<file path="config.mk">
export PLATFORM = sky130hd
export DESIGN_NAME = addsub_nibble_sequencer_flat
export DESIGN_NICKNAME = d
export VERILOG_FILES = /design/src/rtl/addsub_nibble_sequencer_if.sv /design/src/rtl/addsub_nibble_sequencer.sv /design/src/flat_wrapper.sv
export SDC_FILE = /design/constraint.sdc
export NUM_CORES = 1
export LEC_CHECK = 0
export ABC_AREA = 1
export BUFFER_PORTS_ARGS = -buffer_cell sky130_fd_sc_hd__buf_2
export CORE_MARGIN = 10
export CORE_UTILIZATION = 45
export CTS_CLUSTER_DIAMETER = 50
export CTS_CLUSTER_SIZE = 10
export DETAILED_ROUTE_END_ITERATION = 8
export PLACE_DENSITY_LB_ADDON = 0.3
export SYNTH_ARGS = -nofsm -noshare
export SYNTH_HDL_FRONTEND = slang
export SYNTH_SLANG_ARGS = --single-unit
</file>
<file path="constraint.sdc">
create_clock -name clk -period 3.05 [get_ports clk]
set_input_delay 0.1525 -clock clk [delete_from_list [all_inputs] [get_ports clk]]
set_output_delay 0.1525 -clock clk [all_outputs]
set_load 0.01 [all_outputs]
</file>
<file path="src/rtl/addsub_nibble_sequencer_if.sv">
// addsub_nibble_sequencer_if: start/done handshake and operand/result bus for the nibble add/sub sequencer
//   master: drives start, op_sub, a, b; observes ready, busy, done, result, c_out, ovf
//   slave : the sequencer side of the same signals
interface addsub_nibble_sequencer_if #(parameter int WIDTH = 16);
    logic             start;
    logic             op_sub;
    logic [WIDTH-1:0] a;
    logic [WIDTH-1:0] b;
    logic             ready;
    logic             busy;
    logic             done;
    logic [WIDTH-1:0] result;
    logic             c_out;
    logic             ovf;
    modport master (output start, op_sub, a, b, input ready, busy, done, result, c_out, ovf);
    modport slave  (input start, op_sub, a, b, output ready, busy, done, result, c_out, ovf);
endinterface

</file>
<file path="src/rtl/addsub_nibble_sequencer.sv">
// addsub_nibble_sequencer: WIDTH-bit a+/-b computed through one 4-bit slice, LS nibble first, one nibble per clock
//   clk        rising-edge clock
//   rst        asynchronous active-high reset
//   bus.slave  start/op_sub/a/b in; ready/busy/done/result/c_out/ovf out
//   Optional macro ADDSUB_SEQ_OVF_DETECT_EN builds the signed-overflow tap; otherwise ovf is tied to 0.
module addsub_nibble_sequencer #(
    parameter int WIDTH = 16
) (
    input logic                       clk,
    input logic                       rst,
    addsub_nibble_sequencer_if.slave  bus
);
    localparam int NIB = WIDTH / 4;
    localparam int IW  = (NIB > 1) ? $clog2(NIB) : 1;

    typedef enum logic [1:0] {IDLE, RUN, DONE} state_t;

    state_t           state_q, state_d;
    logic [WIDTH-1:0] a_q, b_q, result_q;
    logic             sub_q, carry_q, c_out_q;
    logic [IW-1:0]    idx_q;
    logic             accept, last;
    logic [3:0]       a_n, b_n;
    logic [4:0]       sum;

    assign accept = (state_q == IDLE) && bus.start;
    assign last   = idx_q == IW'(NIB - 1);
    assign a_n    = a_q[{idx_q, 2'b00} +: 4];
    assign b_n    = b_q[{idx_q, 2'b00} +: 4] ^ {4{sub_q}};
    assign sum    = {1'b0, a_n} + {1'b0, b_n} + {4'b0, carry_q};

    always_ff @(posedge clk or posedge rst)
        if (rst) state_q <= IDLE;
        else     state_q <= state_d;

    always_comb begin
        state_d = state_q;
        if (accept) state_d = RUN;
        else if (state_q == RUN && last) state_d = DONE;
        else if (state_q == DONE) state_d = IDLE;
    end

    always_comb begin
        bus.ready = state_q == IDLE;
        bus.busy  = (state_q == RUN) || (state_q == DONE);
        bus.done  = state_q == DONE;
    end

    // carry_q is seeded with op_sub so the first nibble gets the +1 of two's-complement subtract
    always_ff @(posedge clk or posedge rst)
        if (rst) begin
            a_q      <= '0;
            b_q      <= '0;
            sub_q    <= 1'b0;
            carry_q  <= 1'b0;
            idx_q    <= '0;
            result_q <= '0;
            c_out_q  <= 1'b0;
        end else if (accept) begin
            a_q      <= bus.a;
            b_q      <= bus.b;
            sub_q    <= bus.op_sub;
            carry_q  <= bus.op_sub;
            idx_q    <= '0;
            result_q <= '0;
        end else if (state_q == RUN) begin
            result_q[{idx_q, 2'b00} +: 4] <= sum[3:0];
            carry_q <= sum[4];
            idx_q   <= idx_q + 1'b1;
            if (last) c_out_q <= sum[4];
        end

    assign bus.result = result_q;
    assign bus.c_out  = c_out_q;

`ifdef ADDSUB_SEQ_OVF_DETECT_EN
    logic       ovf_q;
    logic [3:0] low;
    // low[3] is the carry into the MSB of the top nibble
    assign low = {1'b0, a_n[2:0]} + {1'b0, b_n[2:0]} + {3'b0, carry_q};
    always_ff @(posedge clk or posedge rst)
        if (rst) ovf_q <= 1'b0;
        else if (state_q == RUN && last) ovf_q <= low[3] ^ sum[4];
    assign bus.ovf = ovf_q;
`else
    assign bus.ovf = 1'b0;
`endif
endmodule
</file>
<file path="src/flat_wrapper.sv">
// flat-port wrapper written by rule: the top's interface ports become plain ports
module addsub_nibble_sequencer_flat 
#(
    parameter int WIDTH = 16
)
  (clk, rst, bus_start, bus_op_sub, bus_a, bus_b, bus_ready, bus_busy, bus_done, bus_result, bus_c_out, bus_ovf);
  addsub_nibble_sequencer_if #(.WIDTH(WIDTH)) bus_i ();
  input logic clk;
  input logic rst;
  input wire logic [$bits(bus_i.start)-1:0] bus_start;
  input wire logic [$bits(bus_i.op_sub)-1:0] bus_op_sub;
  input wire logic [$bits(bus_i.a)-1:0] bus_a;
  input wire logic [$bits(bus_i.b)-1:0] bus_b;
  output wire logic [$bits(bus_i.ready)-1:0] bus_ready;
  output wire logic [$bits(bus_i.busy)-1:0] bus_busy;
  output wire logic [$bits(bus_i.done)-1:0] bus_done;
  output wire logic [$bits(bus_i.result)-1:0] bus_result;
  output wire logic [$bits(bus_i.c_out)-1:0] bus_c_out;
  output wire logic [$bits(bus_i.ovf)-1:0] bus_ovf;
  assign bus_i.start = bus_start;
  assign bus_i.op_sub = bus_op_sub;
  assign bus_i.a = bus_a;
  assign bus_i.b = bus_b;
  assign bus_ready = bus_i.ready;
  assign bus_busy = bus_i.busy;
  assign bus_done = bus_i.done;
  assign bus_result = bus_i.result;
  assign bus_c_out = bus_i.c_out;
  assign bus_ovf = bus_i.ovf;
  addsub_nibble_sequencer #(.WIDTH(WIDTH)) u_core (.clk(clk), .rst(rst), .bus(bus_i));
endmodule
</file>
# After elaboration in Yosys (flattened, before gate mapping)
# Index checks and enable logic that the tools add are counted.
# W data, S select, Z words.
[classes]
add_sub_neg = 4
n_eq_ne = 3
n_shift = 4
muxes = 10
bitwise = 2
reduce_logical = 7
[op_table]
columns = ["op", "count"]
rows = [
  ["$mux W16", 2],
  ["$shiftx A16 B5 Y4", 2],
  ["$bwmux W16", 1],
  ["$shift A4 B6 Y16 const A", 1],
  ["$shiftx A4 B6 Y16", 1],
  ["$mux W2", 5],
  ["$neg A4 Y6", 1],
  ["$add A4 B4 Y5", 1],
  ["$add A5 B1 Y5", 1],
  ["$eq A2 B2 Y1 const B", 2],
  ["$xor A4 B4 Y4", 1],
  ["$reduce_and A3 Y1", 1],
  ["$reduce_bool A3 Y1", 1],
  ["$add A2 B1 Y2 const B", 1],
  ["$eq A2 B1 Y1 const B", 1],
  ["$logic_and A1 B1 Y1", 2],
  ["$logic_not A2 Y1", 1],
  ["$mux W1", 2],
  ["$reduce_bool A2 Y1", 1],
  ["$logic_or A1 B1 Y1", 1],
  ["$not A1 Y1", 1],
]
[word_totals]
ff_bits = 55
input_bits = 36
output_inout_bits = 21
elab_cells = 38

# Depth between registers and ports, before layout
# Gate-level depths: netlist of run 1.
[depth]
depth_word = 8
mapped_depth = 15
depth_no_buf = 13

# Worst setup path before layout of run 1
# OpenSTA, ideal clock, no wires.
[synth_path]
path_kind = "register to register"
from = "register u_core.idx_q[0]"
to = "register u_core.result_q[6] (netlist: u_core.bus.result[6])"
setup_time_ps = 83
t_arrival_ps = 2277
required_time_ps = 2967
path_slack_ps = 690
stages_incl_launch_ff = 12
path_buffers = 2
period_less_slack_ps = 2360
path_cell_list = "dfrtp_1 -> buf_6 -> inv_2 -> buf_2 -> nand2_1 -> a32o_1 -> fa_1 -> fa_1 -> xor2_1 -> nor2_1 -> nand2_1 -> o21ai_0"
[synth_between]
elab_chain_len = 8
elab_cells_between_ends = 11
classes_between = "add/sub (3); shift (4); mux (3); bitwise (1)"
[synth_rtl]
columns = ["item", "line", "rtl"]
rows = [
  ["start, declared", "addsub_nibble_sequencer.sv:21", "logic [IW-1:0] idx_q;"],
  ["start signal, assigned", "addsub_nibble_sequencer.sv:69", "idx_q <= idx_q + 1'b1;"],
  ["$shiftx A16 B5 Y4", "addsub_nibble_sequencer.sv:29", "assign b_n = b_q[{idx_q, 2'b00} +: 4] ^ {4{sub_q}};"],
  ["$xor A4 B4 Y4", "addsub_nibble_sequencer.sv:29", ""],
  ["$add A4 B4 Y5", "addsub_nibble_sequencer.sv:30", "assign sum = {1'b0, a_n} + {1'b0, b_n} + {4'b0, carry_q};"],
  ["$add A5 B1 Y5", "addsub_nibble_sequencer.sv:30", ""],
  ["$shiftx A4 B6 Y16", "addsub_nibble_sequencer.sv:67", "result_q[{idx_q, 2'b00} +: 4] <= sum[3:0];"],
  ["$bwmux W16 *", "addsub_nibble_sequencer.sv:67", ""],
  ["$mux W16 *", "addsub_nibble_sequencer.sv:66", "end else if (state_q == RUN) begin"],
  ["$mux W16 *", "addsub_nibble_sequencer.sv:59", "end else if (accept) begin"],
  ["end signal, assigned by index", "addsub_nibble_sequencer.sv:67", ""],
  ["end, declared", "addsub_nibble_sequencer.sv:19", "logic [WIDTH-1:0] a_q, b_q, result_q;"],
]
# Every way passes the cells marked *; elsewhere a longest branch is shown, timed or not. The select of a mux whose other input is x is not followed.
# A chain may end at the register's enable or synchronous reset.

# Final worst setup path of run 1
# Ends and elaborated chain as after synthesis.

==> metrics.txt, run 1 <==
r2r startpoint u_core.idx_q[0]; clock power share 13.5%; total congestion overflow 0; WL/cell 13.9 um; fin cells 468; Root Buffer clkbuf_8; Net Sw Frac 45.5%; max cap viols 0; register area share after synthesis about 50%; FILL cells 563; drt drc 0; CP max stage delay 430 ps; post-synthesis cell type count 28; first-pass GRT wire length 11.4 mm; Placed Instances 460; Placer Congestion 0.918; Post-CTS Setup Bufs 0; CP startpoint u_core.idx_q[0]; Most common cell on crit path nand2_1; Core Area 0.00592 mm2; Synth top area share about 50%; clk sinks 55; RSZ-0062 raised after global routing no; Yosys warnings 0; Initial DRC Count 118; crit end category flip-flop; outcome finished, violations left; chip width 98.3 um; #FFs+latches synth 55; CTS hold repair buffers 0; main combinational cell family by area after synthesis simple AND/OR/NAND/NOR gates; DR vias 2280; Layout area overhead 15.5%; ys async rst share 100%; CTS tree built; H-tree depth 2; # IOs 57; Slowest cell on crit path fa_1; final hold violation count 36; worst slew pin tran 769 ps; Initial Util 46.6%; total power per unit cell area 1130 mW/mm2; Startpoint Class flip-flop; reg-to-reg slack, setup 500 ps; Ant. Diodes 0; synth top area cells dfrtp_1 50%, nand2_1 21%, ha_1 5.0%, o21ai_0 4.4%, nand3_1 3.3%; Row Count 28; setup TNS 0 ps; post-synthesis simple-gate area fraction 28.1%; Post-CTS Resized 0; Logic pwr share between 50% and 60%; FF-to-FF End u_core.bus.result[6]; Leakage 1.78 nW; Mapped Cells 340; largest net degree at the start of global routing 39; Tot GR Track Use 13.8%; Cell Chain, Critical Path inv_2 > nand2_1 > nand3_1 > nand2_1 > xor2_1 > fa_1 > fa_1 > xor2_1 > nor2_1 > nand2_1 > o21ai_0; Post-synth EDFFs 0; area leader, netlist dfrtp_1; Synthesized Nets 389; Worst IR Drop VDD 0.448 mV; die height 98.3 um; Vias/cell ~5; Int Power 1.96 mW; Netlist Area Pre-Place 0.00276 mm2; Worst Path Max Fanout 23; critical path required time 3280 ps; clock slew at reported path FFs around 100 ps; vias in the first global route 2467; Bufs on Longest Clock Path 2; final setup fails 0; final wirelength 6.50 mm; Synth Area in Compound Gates slightly below 7%; CTS Buf Count 5; reported net switching power between 1.5 and 2 mW; failing checks hold timing; Setup Crit Path Kind flip-flop to flip-flop; Critical Path End u_core.bus.result[6]; multiplexer share of the synthesized area 0.409%; 1st-pass router iterations 6; HP Class input pin to asynchronous set/reset pin; xor/xnor share of the synthesized area 1.59%; nets 441; crit path time final 2550 ps; Final period util 83.5%; initial antenna violation count 0; sequential power share 33.5%; clk_skew 5.12 ps; layout cells sized above 1 20.1%; dominant synthesized flop cell dfrtp_1; detailed placer's ending HPWL 5.05 mm; final hold slack -29.0 ps; worst skew pair latency 310 ps; Worst EP arrival 2780 ps; Post-Synth Adder-Cell Area under 10%; DRT antenna net count 0; Die Area 0.00966 mm2; average size of a mapped cell 8.11 um2; Max transition margin 48.6%; Final Max Tran Viols 0; count of buffers inserted at the top-level ports 55; fmax just under 0.4 GHz; FF-to-FF path depth 11
[placed cells by master (no fill, tap or decap), types with 2 or more instances in the layout]
cell	n
nand2_1	152
buf_2	55
dfrtp_1	55
o21ai_0	24
inv_1	22
nand3_1	18
ha_1	11
nor2_1	9
a21oi_1	7
xor2_1	5
clkbuf_8	5
inv_2	4
buf_4	4
nand2_2	2
nand4_1	2
nand3b_1	2
or2_2	2
fa_1	2
[sequential cells by signal, indices dropped and copies added (netlist names)]
signal,count
u_core.state_q,2
u_core.bus.result,16
u_core.sub_q,1
u_core.b_q,16
u_core.bus.c_out,1
u_core.idx_q,2
u_core.carry_q,1
u_core.a_q,16
[stage by stage]
stage               instance area (um2)  power (mW)  util, %  setup slack (ps)  hold slack, ps
floorplan                          2760        2.65        -               690             262
global placement                   3070        3.06     51.9               616             340
detailed placement                 3070        3.13     51.9               530             348
CTS                                3180        3.63     53.8               494           0.863
global route                       3180        3.99     53.8               248            19.4
finish                             3180        3.60     53.8               502           -29.0
[layout make-up]
class / count / area [um2] / area share [%]
multi-input combinational: 245 / 1200 / 37.6
tap: 75 / 93.8 / 2.95
clock buffer: 5 / 68.8 / 2.16
sequential: 55 / 1380 / 43.2
clock inverter: 3 / 43.8 / 1.38
timing repair buffer: 59 / 305 / 9.59
inverter: 26 / 97.6 / 3.06
[cell families (layout without fill, tap and decap cells)]
group                      count (synthesis)  count (layout)
AOI/OAI and AO/OA                         34              34
xor gates and xnor gates                   5               5
adders and majority gates                 13              13
buffers and inverters                     40              93
DFF                                       55              55
muxes                                      1               1
other                                      1               1
and+or+nand+nor                          191             191
[cell usage after synthesis, types with 3 or more instances]
cell / n
ha_1: 11
o21ai_0: 24
nor2_1: 9
inv_1: 23
inv_2: 3
xor2_1: 5
nand3_1: 18
dfrtp_1: 55
buf_2: 10
nand2_1: 152
a21oi_1: 7
[critical path: cells and delay by family (launching register included)]
family                     cells  cell delay [ps]
adders and majority gates      2              840
and+or+nand+nor                5              480
DFF                            1              400
xor gates and xnor gates       2              320
buffers and inverters          1              270
AOI/OAI and AO/OA              1              150
[metal layers]
metal / global-route usage, % / wire length (um) / up-vias
met5: 0 / 0 / -
met4: 3.86 / 82 / 0
met3: 3.88 / 354 / 8
met2: 23.1 / 3080 / 55
met1: 16.9 / 2990 / 1059
li1: - / - / 1158
[how the worst min path moves through the flow]
stage | from | endpoint | slack, ps | depth (start not counted)
finish | rst | u_core.state_q[0] | -30 | 2
global route | bus_b[6] | u_core.b_q[6] | 20 | 3
CTS | rst | u_core.a_q[2] | 0.9 | 2
detailed placement | rst | u_core.state_q[0] | 350 | 2
global placement | rst | u_core.a_q[1] | 340 | 2
floorplan | bus_a[0] | u_core.a_q[0] | 260 | 2
[power by group through the flow]
stage	registers (mW)	logic (mW)	clock network [mW]
finish	1.21	1.91	0.485
global route	1.24	2.22	0.530
CTS	1.21	1.92	0.498
detailed placement	1.22	1.91	0
global placement	1.22	1.84	0
floorplan	1.18	1.47	0
Note: power is estimated with default switching activity, not from simulation.
==> inputs of run 2 (changes only) <==
--- a/config.mk
+++ b/config.mk
@@ -5,7 +5,7 @@
 export SDC_FILE = /design/constraint.sdc
 export NUM_CORES = 1
 export LEC_CHECK = 0
-export ABC_AREA = 1
+export ABC_AREA = 0
 export BUFFER_PORTS_ARGS = -buffer_cell sky130_fd_sc_hd__buf_2
 export CORE_MARGIN = 10
 export CORE_UTILIZATION = 45
==> constraint.sdc (replaced) <==
create_clock -name clk -period 2.6 [get_ports clk]
set_input_delay 0.13 -clock clk [delete_from_list [all_inputs] [get_ports clk]]
set_output_delay 0.13 -clock clk [all_outputs]
set_load 0.01 [all_outputs]
==> run 2 against run 1 <==
Against the previous run:
- routed wire length fell by 12%
- largest power group is now sequential cells
- the flow now finishes without violations
- die area fell by 3.3%
- critical path depth fell by 3
- cell count fell by 14%
- worst setup slack got worse by 330 ps
- fmax rose by 5.1%
- critical endpoint is now u_core.carry_q
- hold slack improved by 35 ps
==> metrics.txt, run 2 <==
drt drc 0 (unchanged); total congestion overflow 0 (unchanged); register area share after synthesis 52.1% (+2.2 points); final hold violation count 0 (-100%); H-tree depth 2 (unchanged); Final Max Tran Viols 0 (unchanged); synth top area cells dfrtp_1 52%, nand2_1 16%, ha_1 5.2%, mux4_2 5.1%, mux4_1 2.0%; average size of a mapped cell 9.75 um2 (+20%); Final period util 93.2% (+9.7 points); Setup Crit Path Kind flip-flop to flip-flop; layout cells sized above 1 26.1% (+6.0 points); FF/Latch Area 0.00138 mm2 (about the same); chip width 96.6 um (-1.7%); worst slew pin tran 619 ps (-150 ps); HP Class input pin to flip-flop; most common cell in the netlist nand2_1; detailed placer's ending HPWL 4.36 mm (-14%); Worst EP arrival 2650 ps (-130 ps); Leakage 1.75 nW (-1.6%); Slowest cell on crit path mux4_2; vias in the first global route 2105 (-15%); most frequent cells after synthesis 115 x nand2_1, 55 x dfrtp_1, 12 x inv_1; Core Area 0.00561 mm2 (-5.3%); clk sinks 55 (unchanged); FILL cells 508 (-9.8%); Post-synth EDFFs 0 (unchanged); Placer Congestion 0.888 (-3.2%); largest net degree at the start of global routing 31 (-21%); Layout Utilization 56.2% (+2.4 points); Root Buffer clkbuf_8; ys async rst share 100% (unchanged); dominant synthesized flop cell dfrtp_1; CTS tree built; crit path time final 2420 ps (-124 ps); first-pass GRT wire length 9.76 mm (-14%); Worst Path Max Fanout 2 (-91%); crit end category flip-flop; final wirelength 5.71 mm (-12%); #FFs+latches synth 55 (unchanged); Yosys warnings 0 (unchanged); fmax 0.412 GHz (+5.1%); clk_skew 10.2 ps (+5.11 ps); critical path required time 2820 ps (-460 ps); Initial Util 47.1% (+0.57 points); Cell Chain, Critical Path mux4_2 > xnor2_1 > fa_2 > fa_2 > nor2b_1 > o21ai_0 > and3_1 > o21ai_0; RSZ-0062 raised after global routing no; Layout area overhead 19.3%; DRT antenna net count 0 (unchanged); Synthesized Nets 320 (-18%); count of buffers inserted at the top-level ports 55 (unchanged); Synth top area share 52.1% (+2.2 points); clock slew at reported path FFs 100 ps (about the same); Bufs on Longest Clock Path 2 (unchanged); Die Area 0.00934 mm2 (-3.3%); 1st-pass router iterations 4 (-2); DR vias 1954 (-14%); Startpoint Class flip-flop; initial antenna violation count 0 (unchanged); Max transition margin 58.6% (+10 points); Netlist Area Pre-Place 0.00264 mm2 (-4.1%); Tot GR Track Use 12.1% (-1.7 points); Mapped Cells 271 (-20%); Row Count 27 (-3.6%); setup TNS 0 ps (unchanged); nets 378 (-14%); area leader, netlist dfrtp_1; WL/cell 14.2 um (+2.3%); final setup fails 0 (unchanged); # IOs 57 (unchanged); CTS Buf Count 5 (unchanged); Multi-input gate area 0.00117 mm2 (-2.3%); die height 96.6 um (-1.7%); Worst IR Drop VDD 0.230 mV (-49%); Vias/cell 4.86 (-0.23%); commonest non-fill, non-tap cell in the layout nand2_1; total power per unit cell area 471 mW/mm2 (-58%); most frequent cells in the layout 115 x nand2_1, 55 x buf_2, 54 x dfrtp_1; CP max stage delay 500 ps (+70 ps); max cap viols 0 (unchanged); Ant. Diodes 0 (unchanged); post-synthesis cell type count 32 (+14%); outcome finished, final reports clean; Initial DRC Count 84 (-29%); worst skew pair latency 300 ps (about the same)
==> run 2: cell types whose count changed in the layout (fill, tap and decap cells not counted), moves of 3 or more <==
cell / before / now
inv_1: 22 / 11
o21ai_0: 24 / 9
nor2_1: 9 / 6
nand3_1: 18 / 1
mux4_2: 0 / 7
buf_4: 4 / 7
o31ai_1: 0 / 6
nand2_1: 152 / 115
==> run 2: area by class of cell <==
class	count	area share (%)
clock inverters	2	1.11
flip-flops and latches	55	43.7
repair buffers	64	11.0
inverters	13	1.55
multi-input cells	190	37.1
clock buffers	6	2.62
well taps	72	2.86
==> run 2: final timing paths <==
kind | start | to | slack [ps] | cells past startpoint
max | u_core.idx_q[0] | u_core.carry_q | 180 | 8
min | bus_b[5] | u_core.b_q[5] | 6 | 3
max reg2reg | u_core.idx_q[0] | u_core.carry_q | 180 | 8
min reg2reg | u_core.bus.result[1] | u_core.bus.result[1] | 480 | 2
max in group asynchronous | rst | u_core.carry_q | 1410 | 4
min in group asynchronous | rst | u_core.b_q[15] | 400 | 3
==> run 2: stage by stage <==
stage	hold WS (ps)	std cells	cell area, um2	power, mW	worst slack, ps
6_report	5.71	402	3150	1.48	176
5_1_grt	7.21	402	3150	1.54	15.9
4_1_cts	0.797	402	3140	1.50	100
3_5_place_dp	197	392	3000	0.916	121
3_3_place_gp	195	392	3000	0.916	174
2_1_floorplan	235	271	2650	0.886	21.9
==> run 2: kinds of logic after synthesis <==
kind of cell	count (synthesis)	share of synthesized area (%)
mux	9	7.48
buf+inv	26	4.21
other cells	1	0.142
compound gates	28	7.01
simple gates	132	20.0
flops	55	52.1
fa+ha+maj	13	6.72
xor+xnor	7	2.32
==> run 2: power by group <==
| part | internal, mW | switching, mW |
|---|---|---|
| Sequential | 0.855 | 0 |
| Combinational | 0.0217 | 0.0239 |
| Clock | 0.312 | 0.272 |
==> run 2: metal layers <==
layer | up-vias | global-route usage [%] | part of all wire (%) | wire, um
li1 | 993 | - | - | -
met1 | 912 | 15.5 | 48 | 2720
met2 | 47 | 19.8 | 47 | 2700
met3 | 2 | 3.48 | 5.0 | 283
met4 | 0 | 2.03 | 0.23 | 13
met5 | - | 0 | 0 | 0
==> run 2: critical path, delay by kind of cell, from the launching register on <==
kind | cells | cell delay [ps]
muxes | 1 | 500
AOI/OAI and AO/OA | 2 | 240
and+or+nand+nor | 2 | 310
adders and majority gates | 2 | 750
DFF | 1 | 380
xor gates and xnor gates | 1 | 170
==> run 2: what timing repair did <==
action                                  4_1_cts  5_1_grt
hold buffers                                  2        0
endpoints found under the hold margin        26        0
resized for setup                             0        4
setup buffers                                 0        0
endpoints found under the setup margin        0        8
==> inputs of run 3 (changes only) <==
--- a/config.mk
+++ b/config.mk
@@ -12,7 +12,8 @@
 export CTS_CLUSTER_DIAMETER = 50
 export CTS_CLUSTER_SIZE = 10
 export DETAILED_ROUTE_END_ITERATION = 8
-export PLACE_DENSITY_LB_ADDON = 0.3
+export MAX_ROUTING_LAYER = met4
+export PLACE_DENSITY = 0.68
 export SYNTH_ARGS = -nofsm -noshare
 export SYNTH_HDL_FRONTEND = slang
 export SYNTH_SLANG_ARGS = --single-unit
==> constraint.sdc (replaced) <==
create_clock -name clk -period 2.5 [get_ports clk]
set_input_delay 0.125 -clock clk [delete_from_list [all_inputs] [get_ports clk]]
set_output_delay 0.125 -clock clk [all_outputs]
set_load 0.01 [all_outputs]
==> run 3 against run 2 <==
Against the previous run:
- core utilization rose by 4.7 points
- total power decreased by 1.4%
- sequential power rose by 4.0%
- clock skew is 5.7 ps lower
- critical path type unchanged
==> metrics.txt, run 3 (synthesized netlist as in run 2, its figures left out) <==
crit end category flip-flop; crit path time final 2370 ps (-54.4 ps); setup TNS 0 ps (unchanged); max cap viols 0 (unchanged); FF-to-FF End u_core.bus.result[15]; die height 96.6 um (unchanged); drt drc 0 (unchanged); outcome finished, final reports clean; clock slew at reported path FFs 100 ps (about the same); sequential power share 60.7% (+3.1 points); CTS Buf Count 5 (unchanged); DRT antenna net count 0 (unchanged); first-pass GRT wire length 10.8 mm (+11%); Initial Util 47.1% (unchanged); Worst IR Drop VDD 0.275 mV (+20%); Root Buffer clkbuf_8; Setup Crit Path Kind flip-flop to flip-flop; Ant. Diodes 0 (unchanged); count of buffers inserted at the top-level ports 55 (unchanged); Net Sw Frac 22.5% (+2.6 points); Initial DRC Count 92 (+9.5%); reported net switching power 0.330 mW (+11%); Tot GR Track Use 13.9% (+1.8 points); worst skew pair latency 310 ps (about the same); HP Class input pin to flip-flop; worst slew pin tran 582 ps (-37.1 ps); detailed placer's ending HPWL 4.61 mm (+5.7%); FF-to-FF path depth 8 (unchanged); Startpoint Class flip-flop; hold path depth 3 (unchanged); Final period util 94.8% (+1.6 points); Cell Chain, Critical Path buf_12 > mux4_2 > xor2_1 > ha_1 > nor2_1 > a21oi_2 > xor2_2 > a32o_1; total congestion overflow 0 (unchanged); Vias/cell 4.98 (+2.5%); final setup fails 0 (unchanged); Logic pwr share 5.4% (+2.3 points); clock power share 33.8% (-5.6 points); DR vias 2128 (+8.9%); final wirelength 6.21 mm (+8.6%); final hold violation count 0 (unchanged); largest net degree at the start of global routing 30 (-3.2%); vias in the first global route 2264 (+7.6%); chip width 96.6 um (unchanged); commonest non-fill, non-tap cell in the layout nand2_1; reg-to-reg slack, setup 130 ps (-50 ps); critical path required time 2710 ps (-110 ps); nets 403 (+6.6%); fmax 0.422 GHz (+2.3%); Final Max Tran Viols 0 (unchanged); total power per unit cell area 428 mW/mm2 (-9.0%); Int Power 1.13 mW (-4.6%); H-tree depth 2 (unchanged); Bufs on Longest Clock Path 2 (unchanged); 1st-pass router iterations 5 (+1); CP max stage delay 510 ps (about the same); Layout Utilization 60.9% (+4.7 points); Row Count 27 (unchanged); hold path start bus_b[13]; Layout area overhead 29.3%; WL/cell 14.5 um (+2.3%); Leakage 1.85 nW (+5.6%); Slowest cell on crit path mux4_2; Die Area 0.00934 mm2 (unchanged); Max transition margin 61.1% (+2.5 points); CTS tree built; layout cells sized above 1 25.4% (-0.71 points); most frequent cells in the layout 115 x nand2_1, 55 x buf_2, 54 x dfrtp_1; RSZ-0062 raised after global routing no; hold endpoint u_core.b_q[13]; clk_skew 4.51 ps (-5.72 ps); initial antenna violation count 0 (unchanged); Core Area 0.00561 mm2 (unchanged); # IOs 57 (unchanged); Placer Congestion 0.896 (+0.86%); clk sinks 55 (unchanged); r2r startpoint u_core.idx_q[0]; Worst Path Max Fanout 14 (+12); Worst EP arrival 2580 ps (-70 ps)
[run 3: cell count changes in the layout (fill, tap and decap cells not counted), sizes merged]
cell         previous run  this run
bufinv                  1         0
buf                    62        63
clkinvlp                0         2
dlygate4sd3             2        26
clkbuf                  6         5
[run 3: layer usage]
layer | GRT usage [%] | vias to the layer above | part of all wire (%)
li1 | - | 1042 | -
met1 | 17.1 | 1023 | 47
met2 | 22.1 | 57 | 48
met3 | 3.62 | 6 | 4.3
met4 | 3.72 | 0 | 0.76
met5 | - | - | 0
[run 3: layout make-up]
class                           count  area [um2]
Clock inverter                      3        20.0
Sequential cell                    55        1380
Clock buffer                        5        68.8
Timing Repair Buffer               89         621
Fill cell                         516        2190
Multi-Input combinational cell    190        1190
Tap cell                           72        90.1
Inverter                           13        48.8
[run 3: power by group through the flow]
stage               clock (mW)  combinational, mW  sequential (mW)
floorplan                    0             0.0154            0.907
global placement             0             0.0487            0.906
detailed placement           0             0.0496            0.906
CTS                      0.512             0.0793            0.889
global route             0.542             0.0899            0.889
finish                   0.495             0.0796            0.889
[run 3: how the worst max path moves through the flow]
stage | startpoint | endpoint | slack (ps) | cells past startpoint
2_1_floorplan | u_core.idx_q[0] | u_core.bus.result[10] | 30 | 7
3_3_place_gp | u_core.idx_q[0] | u_core.bus.result[10] | 100 | 6
3_5_place_dp | u_core.idx_q[0] | u_core.bus.result[10] | 60 | 7
4_1_cts | u_core.idx_q[0] | u_core.bus.result[10] | 40 | 7
5_1_grt | u_core.idx_q[0] | u_core.carry_q | 4 | 8
6_report | u_core.idx_q[0] | u_core.bus.result[15] | 130 | 8
[run 3: critical path, delay by kind of cell, from the launching register on]
family | cells | cell delay [ps]
AO/OA/AOI/OAI | 2 | 330
multiplexers | 1 | 510
buffers and inverters | 1 | 160
AND/OR/NAND/NOR | 1 | 140
XOR/XNOR | 2 | 360
flip-flops | 1 | 410
adder cells (fa/ha/maj) | 1 | 360
[run 3: stage by stage]
step / setup WS [ps] / instance area [um2] / hold slack [ps] / std cells / power (mW)
after floorplan: 26.9 / 2660 / 230 / 271 / 0.922
after detailed placement: 58.7 / 3040 / 230 / 393 / 0.956
after CTS: 38.4 / 3380 / 1.47 / 426 / 1.48
after global routing: 4.46 / 3420 / 13.1 / 427 / 1.52
final: 130 / 3420 / 13.5 / 427 / 1.46
after global placement: 95.5 / 3040 / 223 / 393 / 0.955
[run 3: what timing repair did]
item	4_1_cts	5_1_grt
hold endpoints to repair	50	1
resized for setup	0	5
hold buffers	25	1
endpoints found under the setup margin	0	11
setup buffers	0	0
